## config.mk

```make
export PLATFORM = sky130hd
export DESIGN_NAME = booth8_engine
export DESIGN_NICKNAME = d
export VERILOG_FILES = /design/src/rtl/booth8_pkg.sv /design/src/rtl/booth8_digit_decode.sv /design/src/rtl/booth8_engine.sv
export SDC_FILE = /design/constraint.sdc
export NUM_CORES = 1
export LEC_CHECK = 0
export BUFFER_PORTS_ARGS = -buffer_cell sky130_fd_sc_hd__buf_2
export CORE_UTILIZATION = 50
export DETAILED_ROUTE_END_ITERATION = 12
export PLACE_DENSITY = 0.71
export SYNTH_ARGS = -nofsm -noshare
export SYNTH_HDL_FRONTEND = slang
export SYNTH_SLANG_ARGS = --single-unit
```

## constraint.sdc

```tcl
create_clock -name Clock -period 4.9 [get_ports Clock]
set_clock_uncertainty 0.1 [all_clocks]
set_input_delay 0.735 -clock Clock [delete_from_list [all_inputs] [get_ports Clock]]
set_output_delay 0.735 -clock Clock [all_outputs]
set_load 0.05 [all_outputs]
```

## src/rtl/booth8_pkg.sv

```systemverilog
// Shared types and helpers for the radix-8 Booth multiply engine.
package booth8_pkg;

  typedef enum logic [2:0] {
    IDLE,
    LOAD,
    PRE3M,
    ITER,
    DONE
  } state_e;

  // Magnitude of the current Booth digit: which multiple of M to add.
  typedef enum logic [2:0] {
    SEL_0,
    SEL_1M,
    SEL_2M,
    SEL_3M,
    SEL_4M
  } sel_e;

  // Radix-8 digits needed to cover a W=n+1 bit operand: ceil((n+1)/3).
  function automatic int unsigned num_digits(input int unsigned n);
    return (n + 3) / 3;
  endfunction

endpackage

```

## src/rtl/booth8_digit_decode.sv

```systemverilog
// Radix-8 Booth recoder: 4-bit overlapping multiplier window to magnitude select and sign.
module booth8_digit_decode
  import booth8_pkg::*;
(
  input  logic [3:0] window,
  output sel_e       sel,
  output logic       neg
);

  always_comb begin
    sel = SEL_0;
    // Negative digit whenever the top bit is set, except the all-ones window (digit 0).
    neg = window[3] & ~(&window[2:0]);
    case (window)
      4'b0000, 4'b1111:                   sel = SEL_0;
      4'b0001, 4'b0010, 4'b1101, 4'b1110: sel = SEL_1M;
      4'b0011, 4'b0100, 4'b1011, 4'b1100: sel = SEL_2M;
      4'b0101, 4'b0110, 4'b1001, 4'b1010: sel = SEL_3M;
      4'b0111, 4'b1000:                   sel = SEL_4M;
      default:                            sel = SEL_0;
    endcase
  end

endmodule

```

## src/rtl/booth8_engine.sv

```systemverilog
// Radix-8 Booth multiply engine: one digit per cycle into a signed 2W-bit product.
// Optional write-back of the product low word to memblock slot C: BOOTH8_WRITEBACK_EN.
module booth8_engine
  import booth8_pkg::*;
#(
  parameter int unsigned N = 8
) (
  input  logic           Clock,
  input  logic           Reset_n,
  input  logic           Start,
  input  logic [N:0]     A_Data,
  input  logic [N:0]     B_Data,
  output logic           Busy,
  output logic           Done,
  output logic [2*N+1:0] Product,
  output logic [N:0]     C_In,
  output logic           C_En
);

  localparam int unsigned W  = N + 1;
  localparam int unsigned D  = num_digits(N);
  localparam int unsigned QW = 3 * D;
  localparam int unsigned PW = 2 * W;
  localparam int unsigned CW = $clog2(D + 1);

  state_e          state;
  logic [PW-1:0]   m;
  logic [PW-1:0]   m3;
  logic [PW-1:0]   acc;
  logic [QW:0]     q_sh;  // {sign-extended Q, q[-1]}, shifted right 3 per digit
  logic [CW-1:0]   cnt;
  sel_e            sel;
  logic            neg;
  logic [PW-1:0]   mag;
  logic [PW-1:0]   term;
  logic [PW-1:0]   sum;
  logic            last_digit;

  booth8_digit_decode u_decode (
    .window (q_sh[3:0]),
    .sel    (sel),
    .neg    (neg)
  );

  // m and m3 are pre-shifted by 3i, so the digit multiple needs no variable shift.
  always_comb begin
    mag = '0;
    case (sel)
      SEL_0:   mag = '0;
      SEL_1M:  mag = m;
      SEL_2M:  mag = m << 1;
      SEL_3M:  mag = m3;
      SEL_4M:  mag = m << 2;
      default: mag = '0;
    endcase
    term       = neg ? -mag : mag;
    sum        = acc + term;
    last_digit = (state == ITER) && (cnt == CW'(D - 1));
  end

  always_ff @(posedge Clock or negedge Reset_n) begin
    if (!Reset_n) begin
      state   <= IDLE;
      Busy    <= 1'b0;
      Done    <= 1'b0;
      Product <= '0;
      m       <= '0;
      m3      <= '0;
      acc     <= '0;
      q_sh    <= '0;
      cnt     <= '0;
    end else begin
      Done <= 1'b0;
      case (state)
        IDLE: begin
          if (Start) begin
            state <= LOAD;
            Busy  <= 1'b1;
          end
        end
        LOAD: begin
          m     <= PW'(signed'(A_Data));
          q_sh  <= {QW'(signed'(B_Data)), 1'b0};
          acc   <= '0;
          cnt   <= '0;
          state <= PRE3M;
        end
        PRE3M: begin
          m3    <= m + (m << 1);
          state <= ITER;
        end
        ITER: begin
          acc  <= sum;
          m    <= m << 3;
          m3   <= m3 << 3;
          q_sh <= $signed(q_sh) >>> 3;
          if (last_digit) begin
            Product <= sum;
            Done    <= 1'b1;
            state   <= DONE;
          end else begin
            cnt <= cnt + 1'b1;
          end
        end
        DONE: begin
          state <= IDLE;
          Busy  <= 1'b0;
        end
        default: state <= IDLE;
      endcase
    end
  end

`ifdef BOOTH8_WRITEBACK_EN
  always_ff @(posedge Clock or negedge Reset_n) begin
    if (!Reset_n) begin
      C_In <= '0;
      C_En <= 1'b0;
    end else begin
      C_En <= last_digit;
      if (last_digit) C_In <= sum[N:0];
    end
  end
`else
  assign C_In = '0;
  assign C_En = 1'b0;
`endif

endmodule

```

== Yosys cells after proc, flatten, opt, wreduce, memory -nomap -nowiden ==
Memories as Yosys holds them, arrays and structs flattened.
Index checks and enable logic that the tools add are counted.
Word-level totals
  input bits: 21
  output and inout bits: 30
  register bits after elaboration: 89
  ROM bits: 48
  memories: 1
Operators by class
  equality and inequality tests: 12
  $add $sub $neg: 4
  reduce and logical (&&, ||, !) cells: 11
  multiplexer cells: 15
  bitwise operators: 3
Memories
  (no name shown): depth 16, bits a word 3, read ports 1, clocked after memory_dff 0, wr ports 0, line booth8_digit_decode.sv:14  | case (window)
Operators by type and width (count)
  one-hot mux 18 bit (2 select lines): 3
  one-hot mux 18 bit (4 select lines): 1
  adder 18 bit: 2
  one-hot mux 10 bit (2 select lines): 1
  two-way mux 18 bit: 1
  negator 18 bit: 1
  == test 3 x 2 -> 1 bit, second input constant: 4
  one-hot mux 3 bit (4 select lines): 1
  AND reduction 2 bit: 5
  == test 3 x 1 -> 1 bit, second input constant: 2
  == test 3 bit, second input constant: 2
  two-way mux 3 bit: 2
  != test 2 bit, second input constant: 3
  nonzero test 2 bit: 3
  one-hot mux 2 bit (2 select lines): 1
  zero test 3 bit: 1
  two-way mux 1 bit: 3
  AND reduction 3 bit: 1
  adder 2 x 1 -> 2 bit, second input constant: 1
  == test 2 bit, second input constant: 1
  two-way mux 2 bit: 1
  inverter 1 bit: 2
  one-hot mux 1 bit (2 select lines): 1
  bitwise AND 1 bit: 1
  logical AND 1 bit: 1

== Depth between registers and ports, before layout ==
An unclocked memory read counts as a cell.
  depth after elaboration: 7
  depth in mapped cells: 23

== Modules after synthesis ==
From an unflattened synthesis, not the netlist that was laid out.
Second synthesis, totals
  cells, all modules: 695
  area, all modules: 6222.2 µm²
Modules (own cells, without submodules)
  booth8_engine: area an instance 6113.4 µm², cells each 682, sequential area each 2227.1 µm², instances 1
  booth8_digit_decode: area an instance 108.9 µm², cells each 13, sequential area each 0.0 µm², instances 1

== Worst setup path before layout ==
No wires, ideal clock.
  kind: reg2reg
  from: reg q_sh[0]
  to: reg Product[17]
  stages on the path, launching flop included: 22
  data arrival time: 4775 ps
  required time: 4664 ps
  setup slack: -111 ps
  path buffers: 1
  cell sequence: dfrtp_1 > inv_1 > ha_1 > or3b_1 > a32o_1 > buf_2 > or3b_4 > o31a_1 > ha_1 > a21oi_1 > nor2_1 > xnor2_1 > ha_1 > o21a_1 > o21a_1 > a31oi_1 > o31ai_1 > a211oi_1 > nor2_1 > or4_1 > a31oi_1 > nor4_2
On the way
  cells in the longest elaborated chain, start to end: 6
  elaborated cells between the ends (all ways): 12
  those cells by class: add/sub: 2; eq/ne: 4; mux: 2; bitwise: 2; reduce/logical: 1; memory: 1
RTL lines
  from (decl): line booth8_engine.sv:30  | logic [QW:0] q_sh;
  from (signal assigned): line booth8_engine.sv:83  | q_sh <= {QW'(signed'(B_Data)), 1'b0};
  from (signal assigned): line booth8_engine.sv:96  | q_sh <= $signed(q_sh) >>> 3;
  memory read (16 x 3 bit)
  == test 3 bit, or another cell as far along: line booth8_engine.sv:48  | case (sel)
  one-hot mux 18 bit (4 select lines): line booth8_engine.sv:48
  negator 18 bit: line booth8_engine.sv:56  | term = neg ? -mag : mag;
  two-way mux 18 bit *: line booth8_engine.sv:56
  adder 18 bit *: line booth8_engine.sv:57  | sum = acc + term;
  to (signal assigned): line booth8_engine.sv:98  | Product <= sum;
  to (decl): line booth8_engine.sv:15  | output logic [2*N+1:0] Product,
Mark *: on every way between the ends. The rest lies on a longest branch, timed or not.
A chain may end at the register's enable or synchronous reset.

== Final worst setup path ==
  from: reg q_sh[1]
  to: reg Product[17]
Same word-level chain as after synthesis.

==> flow_summary.toml <==
[routing]
vias = 5340
wire_per_inst_um = 15.29
dr.pass1.iters = 4
drcViolationCount = 0
via_per_inst = 5.609
ant_nets = 0
drtIter0Drc = 261
drt_wl_total_um = 14560

[yosys]
ys_types = 81
synth_top_cell_by_area = "dfrtp_1"
ys_seq_area_share_pct = 34.94
synthFlopType = "dfrtp_1"
yosys_register_bits = 89
synth_most_common_cell = "nand2_1"
yosys-top-cells-count = "nand2_1, dfrtp_1, o21ai_0"
synthTopCellsByArea = "dfrtp_1, ha_1, nand2_1"
ys_async_sr_fraction_pct = 100.0
synth_edf_count = 0
syn-cell-area_sq_um = 6374
synth.avg_cell_area_sq_um = 8.779
syn_inst = 726
yosys_warnings = 0
synth_top_area_share_pct = 34.94

[global_route]
grtUsageMet2_pct = 39.08
grt_pass1_wl_um = 24250
gr-total-overflow = 0
met3_usage_pct = 3.954
grtUsageTotal_pct = 23.22
grt_max_degree = 52
busiest_layer = "met2"
grt_use_met1_pct = 30.68
antenna_found_initial = 0
grt_pass1_vias = 5052

[sta]
finalSetupViolations = 0
drv_slew = 0
fin_crit_ns = 4.873
fin_ws_ns = 0.02669
relSlewSlack_pct = 40.33
rsz0062_at_grt = "true"
fin_crit_sh_pct = 99.46
final_hold_viol_count = 0
fmax_mhz = 205.2
tightest_slew_ns = 0.8951

[worst_setup_path]
start_kind = "register"
worst_setup_path_end_kind = "register"
path_class = "register to register"
cp-endpoint = "Product[17]"
crit_start = "q_sh[1]"
required_ns = 5.03
cp_max_fo = 4
r2r_setup_slack_ns = 0.03
r2r-end = "Product[17]"
cp.arrival_ns = 5.00
ff2ff_path_depth = 20
rr_startpoint = "q_sh[1]"

[clocking]
clk_path_buf_depth = 2
path_clk_slew_ns = 0.07
numCtsBuffers = 9
cts_root_buf = "clkbuf_16"
cts.sinks = 89
hold_buffers = 0
clock_latency_ns = 0.35
cts_tree = "done"
htreeDepth = 3

[hold_path]
hold_path.class = "input pin to async pin"

[run]
drv_cap = 0

[die]
fp.dieH_um = 114.9
num_rows = 40
die-area_sq_um = 13200
io_pins = 51
coreArea_sq_um = 12210
die_w_um = 114.9
start_util_pct = 52.19

[status]
status = "completed"

[layout]
drive_above_1_share_pct = 19.52
fillCellCount = 1084
antenna_cells = 0
syn2layout_area_growth_pct = 14.06
layout.nets = 841

[placed_design]
place_worst_setup_slack_ns = -0.1436
gp_congestion = 0.9024
dp_hpwl_um = 10740
io_buffers = 40
## worst min-delay path by stage
stage | slack (ns) | start | endpoint
global route | 0.29 | Reset_n | q_sh[2]
CTS | 0.26 | Reset_n | Product[1]
finish | 0.24 | Reset_n | Product[2]
global placement | 0.35 | Product[1] | Product[1]
detailed placement | 0.36 | Product[1] | Product[1]
floorplan | 0.34 | Reset_n | Busy
## through the flow
step	TNS [ns]	util (%)	hold WS [ns]	cell area [sq um]	cells
after floorplan	0	-	0.3394	6424	735
after global placement	0	55.32	0.3529	6755	923
after detailed placement	-0.1674	55.32	0.3648	6755	923
after CTS	0	58.44	0.2578	7137	944
after global routing	-0.2766	59.53	0.2850	7269	952
final	0	59.53	0.2443	7269	952
## layout by cell type (no fill, tap or decap), drive strengths merged, types with 3 or more instances in the layout
cell      n
inv      11
nand3     7
a211oi    7
dfrtp    89
and2      4
a31oi     5
nor2b    10
a22oi     5
a21boi    3
a21o      8
mux2      3
o21ai    85
nor2     59
and4b     3
mux2i    31
a21oi    51
nand2   115
xor2     19
ha       39
o211ai    6
a221oi    9
nor3      7
buf      79
nand2b    9
o31ai     4
xnor2    24
clkbuf   12
a22o      5
nand4     3
or2       3
a221o     7
o21bai    5
conb     10
o21a      7
clkinv    5
## metal layers
layer	share of wire, %	up-vias
li1	-	2690
met1	48	2560
met2	48	77
met3	2.9	13
met4	1.3	0
met5	0	-
## what timing repair did
action / in CTS / in global routing
pin swaps: 8 / 14
setup buffers: 5 / 8
setup endpoints to repair: 2 / 8
gates resized for setup: 12 / 22
endpoints found under the hold margin: 0 / 0
gates cloned: 0 / 0
## critical path: stages, from the launching register on
cell	delay, ns
dfrtp_1	0.40
inv_1	0.08
ha_2	0.18
or3b_1	0.38
a32o_2	0.30
or3b_4	0.40
o31a_1	0.13
ha_2	0.22
a21oi_4	0.16
nor2_2	0.07
xnor2_1	0.12
ha_1	0.28
o21a_1	0.19
o21a_1	0.21
a31oi_4	0.25
o31ai_4	0.10
a211oi_2	0.33
nor2_1	0.10
or4_1	0.42
a31oi_1	0.24
nor4_2	0.08
## sequential cells by signal, summed over array words and instances (netlist names)
signal / flops
m: 18
Busy: 1
cnt: 2
q_sh: 10
Product: 18
m3: 18
acc: 18
Done: 1
state: 3
## logic make-up after synthesis
logic type	count (synthesis)	share of synthesized area, %
AO/OA/AOI/OAI	224	22.48
XOR/XNOR	43	6.027
adder cells (fa/ha/maj)	41	8.284
buffers and inverters	59	5.143
flip-flops	89	34.94
multiplexers	34	5.399
other	1	0.05884
AND/OR/NAND/NOR	235	17.67
## layout make-up
cell class / instances / area [sq um] / share of cell area, %
clock inverters: 4 / 26.28 / 0.3614
clock buffers: 12 / 266.5 / 3.666
multi-input cells: 587 / 3971 / 54.63
flip-flops and latches: 89 / 2228 / 30.65
repair buffers: 79 / 518.0 / 7.126
inverters: 13 / 48.80 / 0.6713
well taps: 168 / 210.2 / 2.892
Power is not shown: default switching activity piles up to over one toggle a cycle in this logic, so the estimate is an artifact.
